==> config.mk <==
export PLATFORM = sky130hd
export DESIGN_NAME = vreg_op_scheduler
export DESIGN_NICKNAME = d
export VERILOG_FILES = /design/src/rtl/vreg_op_scheduler.sv
export SDC_FILE = /design/constraint.sdc
export NUM_CORES = 1
export LEC_CHECK = 0
export CORE_UTILIZATION = 37
export DETAILED_ROUTE_END_ITERATION = 8
export PLACE_DENSITY_LB_ADDON = 0.08
export SLEW_MARGIN = 20
export SYNTH_ARGS = -nofsm -noshare
export SYNTH_HDL_FRONTEND = slang
export SYNTH_SLANG_ARGS = --single-unit
==> constraint.sdc <==
create_clock -name clk -period 2.2 [get_ports clk]
set_clock_uncertainty 0.15 [all_clocks]
set_input_delay 0.66 -clock clk [delete_from_list [all_inputs] [get_ports clk]]
set_output_delay 0.66 -clock clk [all_outputs]
set_load 0.05 [all_outputs]
==> src/rtl/vreg_op_scheduler.sv <==
// Round-robin scheduler sharing one 4-bit versatile register among NREQ requesters.
// Each granted requester runs its op for len cycles; Q is captured and returned with a done pulse.
module vreg_op_scheduler #(
  parameter int NREQ  = 4,
  parameter int LEN_W = 4
) (
  input  logic                     clk,
  input  logic                     reset_n,
  input  logic [NREQ-1:0]          req,
  input  logic [2*NREQ-1:0]        req_op,
  input  logic [LEN_W*NREQ-1:0]    req_len,
  input  logic [3:0]               vreg_q,
  output logic [1:0]               vreg_c,
  output logic                     vreg_en,
  output logic [NREQ-1:0]          gnt,
  output logic                     busy,
  output logic                     done,
  output logic [$clog2(NREQ)-1:0]  done_id,
  output logic                     aborted,
  output logic [3:0]               result
);

  // state  | meaning
  // IDLE   | waiting for any req; arbitrate from ptr
  // RUN    | register enabled with latched op, cnt counts down to 1
  // DONE   | capture vreg_q into result, pulse done, advance ptr
  localparam int ID_W = $clog2(NREQ);
  localparam int SW   = ID_W + 1;

  localparam logic [1:0] S_IDLE = 2'd0;
  localparam logic [1:0] S_RUN  = 2'd1;
  localparam logic [1:0] S_DONE = 2'd2;

  logic [1:0]       state;
  logic [ID_W-1:0]  ptr;
  logic [ID_W-1:0]  id_q;
  logic [1:0]       op_q;
  logic [LEN_W-1:0] cnt;

  logic             found;
  logic [ID_W-1:0]  sel;
  logic [1:0]       sel_op;
  logic [LEN_W-1:0] sel_len;
  logic [ID_W-1:0]  ptr_next;

  // First requester at or after ptr, wrapping at NREQ.
  always_comb begin
    logic [SW-1:0] idx;
    found = 1'b0;
    sel   = '0;
    idx   = '0;
    for (int k = 0; k < NREQ; k++) begin
      idx = {1'b0, ptr} + SW'(k);
      if (idx >= SW'(NREQ)) idx = idx - SW'(NREQ);
      if (!found && req[idx[ID_W-1:0]]) begin
        found = 1'b1;
        sel   = idx[ID_W-1:0];
      end
    end
  end

  assign sel_op   = req_op[2*sel +: 2];
  assign sel_len  = req_len[LEN_W*sel +: LEN_W];
  assign ptr_next = (id_q == ID_W'(NREQ-1)) ? '0 : id_q + ID_W'(1);

  always_ff @(posedge clk or negedge reset_n) begin
    if (!reset_n) begin
      state   <= S_IDLE;
      ptr     <= '0;
      id_q    <= '0;
      op_q    <= 2'b00;
      cnt     <= '0;
      aborted <= 1'b0;
      result  <= 4'h0;
    end else begin
      case (state)
        S_IDLE: begin
          if (found) begin
            id_q    <= sel;
            op_q    <= sel_op;
            cnt     <= (sel_len == '0) ? LEN_W'(1) : sel_len;
            aborted <= 1'b0;
            state   <= S_RUN;
          end
        end
        S_RUN: begin
          cnt <= cnt - LEN_W'(1);
          if (!req[id_q]) begin
            aborted <= 1'b1;
            state   <= S_DONE;
          end else if (cnt == LEN_W'(1)) begin
            state <= S_DONE;
          end
        end
        S_DONE: begin
          // vreg_q already reflects the last enabled step here.
          result <= vreg_q;
          ptr    <= ptr_next;
          state  <= S_IDLE;
        end
        default: state <= S_IDLE;
      endcase
    end
  end

  always_comb begin
    gnt = '0;
    if (state == S_RUN) gnt[id_q] = 1'b1;
  end

  assign vreg_c  = op_q;
  assign vreg_en = (state == S_RUN);
  assign busy    = (state != S_IDLE);
  assign done    = (state == S_DONE);
  assign done_id = id_q;

endmodule

# [After elaboration in Yosys (flattened, before gate mapping)]
# Index checks and enable logic that the tools add are counted.
[totals] word_cells=86 memories=0 reg_bits=17 latchBits=0 mem_bits_rw=0 inputBits=34 romBits=0 out_inout_bits=16
[op_classes] addsub=9 magnitude_cmp=10 multipliers=0 reduce_logical=15 eq_ne=7 n_bitwise=0 div_mod_pow=0 muxes=36 shift=2
[ops] cell="2-bit two-way mux" n=12
[ops] cell="16-bit by 5-bit variable part select with 4-bit output" n=1
[ops] cell="2-bit by 3-bit < comparator with 1-bit output, second input constant" n=5
[ops] cell="1-bit two-way mux" n=12
[ops] cell="4-bit two-way mux" n=3
[ops] cell="1-bit binary-select mux with 2-bit select" n=5
[ops] cell="3-bit greater-or-equal comparator, second input constant" n=3
[ops] cell="4-bit one-hot mux with 2 select lines" n=1
[ops] cell="8-bit by 4-bit variable part select with 2-bit output" n=1
[ops] cell="2-bit by 1-bit subtractor with 2-bit output, second input constant" n=4
[ops] cell="2-bit by 2-bit adder with 3-bit output, second input constant" n=2
[ops] cell="2-bit AND reduction" n=3
[ops] cell="2-bit == test, second input constant" n=2
[ops] cell="4-bit by 1-bit == test with 1-bit output, second input constant" n=1
[ops] cell="1-bit logical AND" n=4
[ops] cell="4-bit logical NOT" n=1
[ops] cell="2-bit != test, second input constant" n=2
[ops] cell="2-bit one-hot mux with 2 select lines" n=1
[ops] cell="2-bit nonzero test" n=2
[ops] cell="4-bit by 1-bit subtractor with 4-bit output, second input constant" n=1
[ops] cell="2-bit by 1-bit adder with 3-bit output, second input constant" n=1
[ops] cell="2-bit by 3-bit greater-or-equal comparator with 1-bit output, second input constant" n=1
[ops] cell="1-bit logical NOT" n=3
[ops] cell="3-bit by 2-bit != test with 1-bit output, second input constant" n=1
[ops] cell="7 further kinds" n=7

# [Longest topological paths before layout]
[logic_depth] depth_word=19 depth_mapped=8 mapped_depth_nobuf=6

# [Worst setup path after synthesis]
# Ideal clock, no wire load.
[synth_timing] path_type="register to output" start="register state[1]" end="output gnt[0]" n_path_buf=1 required_time_ps=1390 path_slack_ps=-170 stages_incl_launch_ff=5 arrival_time_ps=1560 cell_sequence="dfrtp_1 -> nand2b_1 -> clkbuf_1 -> inv_1 -> and2_1"
[synth_via] elab_chain_len=2
[synth_lines] element="from (decl)" line="34" rtl="logic [1:0] state;"
[synth_lines] element="from (signal assigned)" line="68" rtl="state <= S_IDLE;"
[synth_lines] element="from (signal assigned)" line="83" rtl="state <= S_RUN;"
[synth_lines] element="from (signal assigned)" line="90" rtl="state <= S_DONE;"
[synth_lines] element="2-bit by 1-bit == test with 1-bit output"
[synth_lines] element="via vreg_en" line="14" rtl="output logic vreg_en,"
[synth_lines] element="4-bit two-way mux" line="108" rtl="if (state == S_RUN) gnt[id_q] = 1'b1;"
[synth_lines] element="to (decl)" line="15" rtl="output logic [NREQ-1:0] gnt,"
# The timed path passes the listed nets, and every way through them passes these cells.

# [Worst setup path after layout]
[layout_timing] start="register ptr[1]" end="register cnt[0]"
[layout_via] elab_chain_len=19 word_cells_on_any_way=44 classes_between="7 x add/sub; 4 x order compare; 1 x eq/ne; 1 x shift; 23 x mux; 8 x reduce/logical"
[layout_lines] element="from (decl)" line="35" rtl="logic [ID_W-1:0] ptr;"
[layout_lines] element="from (signal assigned)" line="98" rtl="ptr <= ptr_next;"
[layout_lines] element="branches (longest 19 deep; another with 2-bit by 1-bit adder with 3-bit output)"
[layout_lines] element="to (signal assigned)" line="81" rtl="cnt <= (sel_len == '0) ? LEN_W'(1) : sel_len;"
[layout_lines] element="to (signal assigned)" line="87" rtl="cnt <= cnt - LEN_W'(1);"
[layout_lines] element="to (decl)" line="38" rtl="logic [LEN_W-1:0] cnt;"
# Several ways; the timed one is not identified. The select of a mux whose other input is x is not followed.
# A chain may end at the register's enable or synchronous reset.

==> metrics.yaml <==
post_synth.cell_area_avg_um2: 10.0
synth-adder-area-share_pct: 6.63
synth_top_area_share_pct: 37.6
buffer_ports.inserted: 49
design.die.area_mm2: 0.00329
synth_compound_gate_area_share_pct: 15.2
tritoncts_clock_tree: "yes"
antenna_cells_inserted: 0
hold_ws_ns: 0.347
fp.coreArea_mm2: 0.00283
ys.warnings.count: 0
p_sw_mw: 1.27
syn-instance-count: 113
p_leak_nw: 0.903
max-clock-path-buffers: 2
clk-insertion-delay-late_ns: 0.29
remaining_overflow_grt: 0
end_kind: "flip-flop"
post-route-min-period_ns: 2.22
io_pins: 50
timing.slew.headroom_pct: 74.4
setup.reg_to_reg.worst_slack_ns: -0.02
outcome: "finished with violations"
synth_async_sr_flop_share_pct: 100
synthDistinctLibCells: 31
drive_above_1_share_pct: 35.7
synth_area_leader_cell: "dfrtp_1"
clock_slew_at_reported_path_ffs_ns: 0.10
floorplan.rows: 19
track_usage_pct: 20.3
multi_input_logic_area_um2: 656
die_w_um: 57.3
tritoncts.num_buffers: 3
detail_route.drc_violations: 5
final_util_pct: 67.1
setup_viol: 1
criticalPathCategory: "flip-flop to flip-flop"
r2r-end: "cnt[0]"
tightest_slew_ns: 0.380
slew_violations: 0
reg2regPathDepth: 7
detailedPlacementHpwl_mm: 2.42
routabilityCongestion: 0.793
cp_cell_sequence: "mux2i_1 -> a221o_1 -> buf_4 -> mux2i_1 -> mux2i_1 -> o311a_1 -> a211oi_2"
grt_pass1_wl_mm: 5.09
route.vias.total: 1104
grt_start_max_net_pins: 18
drt_pre_antenna_iters: 6
fin_crit_sh_pct: 101
timing.critical_path.required_ns: 2.26
rsz0062_at_grt: "true"
synth_top_cells_by_area: "dfrtp_1 (38%), mux2i_1 (12%), ha_1 (6.6%)"
detail_route.wl_per_cell_um: 14.3
timing_hold_violations_final: 0
min-delay-path-class: "flip-flop to flip-flop"
cp-start-kind: "flip-flop"
vdd_drop_max_uv: 995
detail_route.vias_per_cell: 5.11
via_count_of_the_first_global_routing_pass: 1139
count_of_filler_cells_inserted_in_the_layout: 243
synthesis.nets: 153
synth_top_family_by_area: "multiplexers"
crit_path_frequent_cell: "mux2i_1"
drv_cap: 0
cell_internal_pwr_mw: 1.44
slowest_delay_ns: 0.46
synth_edf_count: 0
flow.area_growth_from_synthesis_pct: 67.7
cp_slowest_cell: "dfrtp_2"
power_frac_comb_pct: 71.0
worst-path-max-fanout: 5
worstHoldStart: "vreg_c[0]"
violations_in_the_final_reports: "design-rule violations, negative setup slack"
detail_route.wirelength_mm: 3.09
final.setup.worst_slack_ns: -0.0243
clock_tree.htree_level_count: 1
crit_arrival_ns: 2.29
yosys.area_share.simple_pct: 12.8
synth-xor-area-share_pct: 0
power_per_cell_area_mw_per_mm2: 1430
floorplan.initialDensity_pct: 40.0
synth.yosys.seq_area_share_pct: 37.6
ff_latch_count_synth: 17
seqCellArea_um2: 429
synth.area.mux_share_pct: 22.3
initial_antenna_violation_count: 0
postRouteAntennaNets: 0
yosys_most_used_dff: "dfrtp_1"
switching_share_of_total_power_pct: 47.0
r2r-start: "ptr[1]"
cts-root-buf: "clkbuf_4"
worstHoldEndpoint: "vreg_c[0]"
total_power_mw: 2.71
first_iter_violations: 44
holdBufCountCts: 0
max_frequency_ghz: 0.450
finalNetCount: 226
seqPwrFrac_pct: 22.8
syn_area_mm2: 0.00113
floorplan.die.height_um: 57.3
cts_sinks: 17
clock_power_share_pct: 6.2
min_path_cells: 2
repair_timing:
item / in CTS / in global routing
pin swaps: 4 / 3
endpoints found under the setup margin: 9 / 8
setup buffers: 6 / 0
resized for setup: 16 / 4
flip-flops by register name, indices dropped and copies added (netlist names):
| signal | cells |
|---|---|
| aborted | 1 |
| ptr | 2 |
| result | 4 |
| vreg_c | 2 |
| cnt | 4 |
| done_id | 2 |
| state | 2 |
logic make-up after synthesis:
kind of cell	count (synthesis)
simple gates	29
buf+inv	13
flops	17
fa+ha+maj	6
mux	23
compound gates	25
Yosys cell counts, drive strengths merged, types with 2 or more instances:
master  count
a21oi       4
a221o       3
and2        4
buf         3
clkbuf      3
dfrtp      17
ha          6
inv         7
mux2        8
mux2i      14
nand2      11
nor2        4
nor3b       3
o21ai      11
or2         2
worst max-delay path, delay by kind of cell, from the launching register on:
| family | cells | cell delay (ns) |
|---|---|---|
| buffers and inverters | 1 | 0.15 |
| muxes | 3 | 0.43 |
| AOI/OAI and AO/OA | 3 | 0.94 |
| DFF | 1 | 0.46 |
metrics by stage:
stage | std cells | instance area (um^2) | setup TNS (ns) | worst slack (ns)
final | 216 | 1900 | -0.0243 | -0.0243
after global routing | 216 | 1900 | -0.324 | -0.139
after CTS | 216 | 1900 | -0.0659 | -0.0659
after detailed placement | 206 | 1820 | -4.42 | -0.753
after global placement | 206 | 1820 | -3.98 | -0.647
after floorplan | 113 | 1140 | -0.306 | -0.0710
area by class of cell:
| class | count | area share (%) |
|---|---|---|
| inverter | 7 | 1.38 |
| timing repair buffer | 74 | 38.0 |
| tap | 31 | 2.04 |
| clock inverter | 1 | 0.264 |
| clock buffer | 3 | 1.19 |
| multi-input combinational | 83 | 34.5 |
| sequential | 17 | 22.6 |
layout by cell type (no fill, tap or decap), types with 2 or more instances in the layout:
cell             count
mux2_2               6
dfrtp_2              3
inv_1                6
ha_1                 6
nand2_1             11
a221o_1              3
mux2i_1             14
clkdlybuf4s50_1     29
nor3b_1              2
o21ai_0              9
o21ai_1              2
dlygate4sd2_1        2
buf_12               7
nor2_1               4
mux2_1               2
clkbuf_4             3
a21oi_1              4
and2_2               4
buf_4               35
dfrtp_1             14
or2_2                2
power groups by stage:
stage | Sequential [mW] | Combinational, mW | Clock [mW]
final | 0.617 | 1.92 | 0.169
after global routing | 0.642 | 2.06 | 0.188
after CTS | 0.608 | 1.93 | 0.174
after detailed placement | 0.616 | 1.84 | 0
after global placement | 0.606 | 1.81 | 0
after floorplan | 0.863 | 0.869 | 0
how the worst max path moves through the flow:
stage          slack [ns]  cells past startpoint      to    from
3_3_place_gp        -0.65                      8  cnt[0]  req[1]
5_1_grt             -0.14                      7  cnt[0]  ptr[1]
2_1_floorplan       -0.07                      7  cnt[0]  req[1]
6_report            -0.02                      7  cnt[0]  ptr[1]
3_5_place_dp        -0.75                      8  cnt[0]  req[1]
4_1_cts             -0.07                      7  cnt[0]  ptr[1]
per-layer routing:
layer / vias to the layer above / GRT usage [%] / wire, um
met4: 0 / 6.27 / 19
met1: 521 / 26.9 / 1390
met5: - / 0 / 0
met3: 4 / 2.04 / 150
li1: 546 / - / -
met2: 33 / 35.3 / 1540
Note: power is estimated with default switching activity, not from simulation.
==> RTL edit (same settings) <==
The parameter `NREQ` goes from 4 to 8. Comments in the files are not updated.
--- a/src/rtl/vreg_op_scheduler.sv
+++ b/src/rtl/vreg_op_scheduler.sv
@@ -1,7 +1,7 @@
 // Round-robin scheduler sharing one 4-bit versatile register among NREQ requesters.
 // Each granted requester runs its op for len cycles; Q is captured and returned with a done pulse.
 module vreg_op_scheduler #(
-  parameter int NREQ  = 4,
+  parameter int NREQ  = 8,
   parameter int LEN_W = 4
 ) (
   input  logic                     clk,
Ports: changed (5 resized); port bits go from 50 to 83. No check against the original RTL was run, so the function may have changed too.
==> RTL edit against the unedited design <==
- the flow finishes with violations (negative setup slack)
- setup slack worse by 1.5 ns
- area after synthesis rose by 130%
- routed wire length rose to 2.8 times the old value
- final area increased to 2.5 times the old value
- maximum frequency shrank 41%
- first-iteration DRC count grew to 4.4 times the old value
- sequential cell count increased by 2
Power is left out: the tool's default activity adds up to more than one toggle a clock period on the data nets, which glitch-free logic cannot reach.
==> RTL edit: results (changes against the unedited design) <==
Clock network
  • Root Buffer: clkbuf_8
  • Number of post-CTS setup repair buffers: 10 (+4)
  • Resized Gates After CTS: 44 (+28)

Yosys
  • Area fraction of the dominant cell type after synthesis: 18.2% (-19 points)
  • Top post-synthesis cells by count: mux2i_1, dfrtp_1, nand2_1, nor2_1
  • Adder and majority cell fraction of the synthesized area: 2.87% (-3.8 points)
  • Mux contribution to synthesized area: 34.2% (+12 points)
  • Number of unique standard cell types used by synthesis: 63 (+100%)
  • Leading cell type by number of instances after synthesis: mux2i_1
  • Xor and xnor fraction of the mapped netlist area: 1.34% (+1.3 points)
  • Fraction of the mapped netlist area in compound gates: 22.3% (+7.1 points)

GRT
  • Total track usage: 22.7% (+2.4 points)
  • Met1 capacity usage during global routing: 32.3% (+5.4 points)
  • Global-route wire length before repair: 13,500 um (+170%)
  • Vias in the first global route: 2,788 (+140%)

Status
  • Result of the run: complete, but fails checks
  • Failing checks: negative setup slack

Drt
  • Number of DRC markers in iteration 0: 193 (+340%)
  • Number of detailed-routing iterations run before antenna repair: 4 (-2)

Placement
  • Cell area after placement: 4230 um2 (+130%)
  • Placer congestion estimate: 0.889 (+12%)
  • # placed instances: 508 (+150%)
  • Detailed-placement wirelength estimate: 6460 um (+170%)
  • I/O Buffers: 82 (+67%)

Timing
  • Number of setup violations in the final report: 11 (+10)
  • Worst Slack Setup Final: -1.55 ns (-1.53 ns)
  • Max-slew headroom at the worst pin: 62.7% (-12 points)

Setup path
  • Highest cell delay on the worst timing path: 0.50 ns (+0.04 ns)
  • Arrival time worst endpoint: 3.75 ns (+1.46 ns)
  • Top fanout value on the critical path: 6 (+1)
  • Worst R2R Path Depth: 14 (+7)

Layout
  • Filler cell count in the final layout: 525 (+120%)
-- RTL edit: cell types whose count changed after synthesis, moves of 8 or more --
cell     before  now
mux2i_1      14   36
nor2_1        4   19
mux2_2        6   14
mux4_2        1   14
nand2_1      11   19
-- RTL edit: layout make-up --
cell class / count / area, um2 / area share, %
inverters: 8 / 46.3 / 0.969
repair buffers: 174 / 1700 / 35.6
well taps: 96 / 120 / 2.51
clock buffers: 4 / 45.0 / 0.942
multi-input cells: 237 / 2390 / 49.9
flip-flops and latches: 19 / 480 / 10.1
-- RTL edit: worst min path at each step --
stage | end | slack, ns | cells past startpoint
after CTS | vreg_c[1] | 0.36 | 2
after floorplan | aborted | 0.21 | 0
final | vreg_c[0] | 0.36 | 2
after detailed placement | vreg_c[1] | 0.34 | 2
after global routing | vreg_c[0] | 0.37 | 2
after global placement | vreg_c[0] | 0.33 | 2
-- RTL edit: routing by layer --
layer,part of all wire (%),vias up
li1,-,1422
met1,45,1420
met3,5.4,10
met5,0,-
met2,49,96
met4,1.2,0
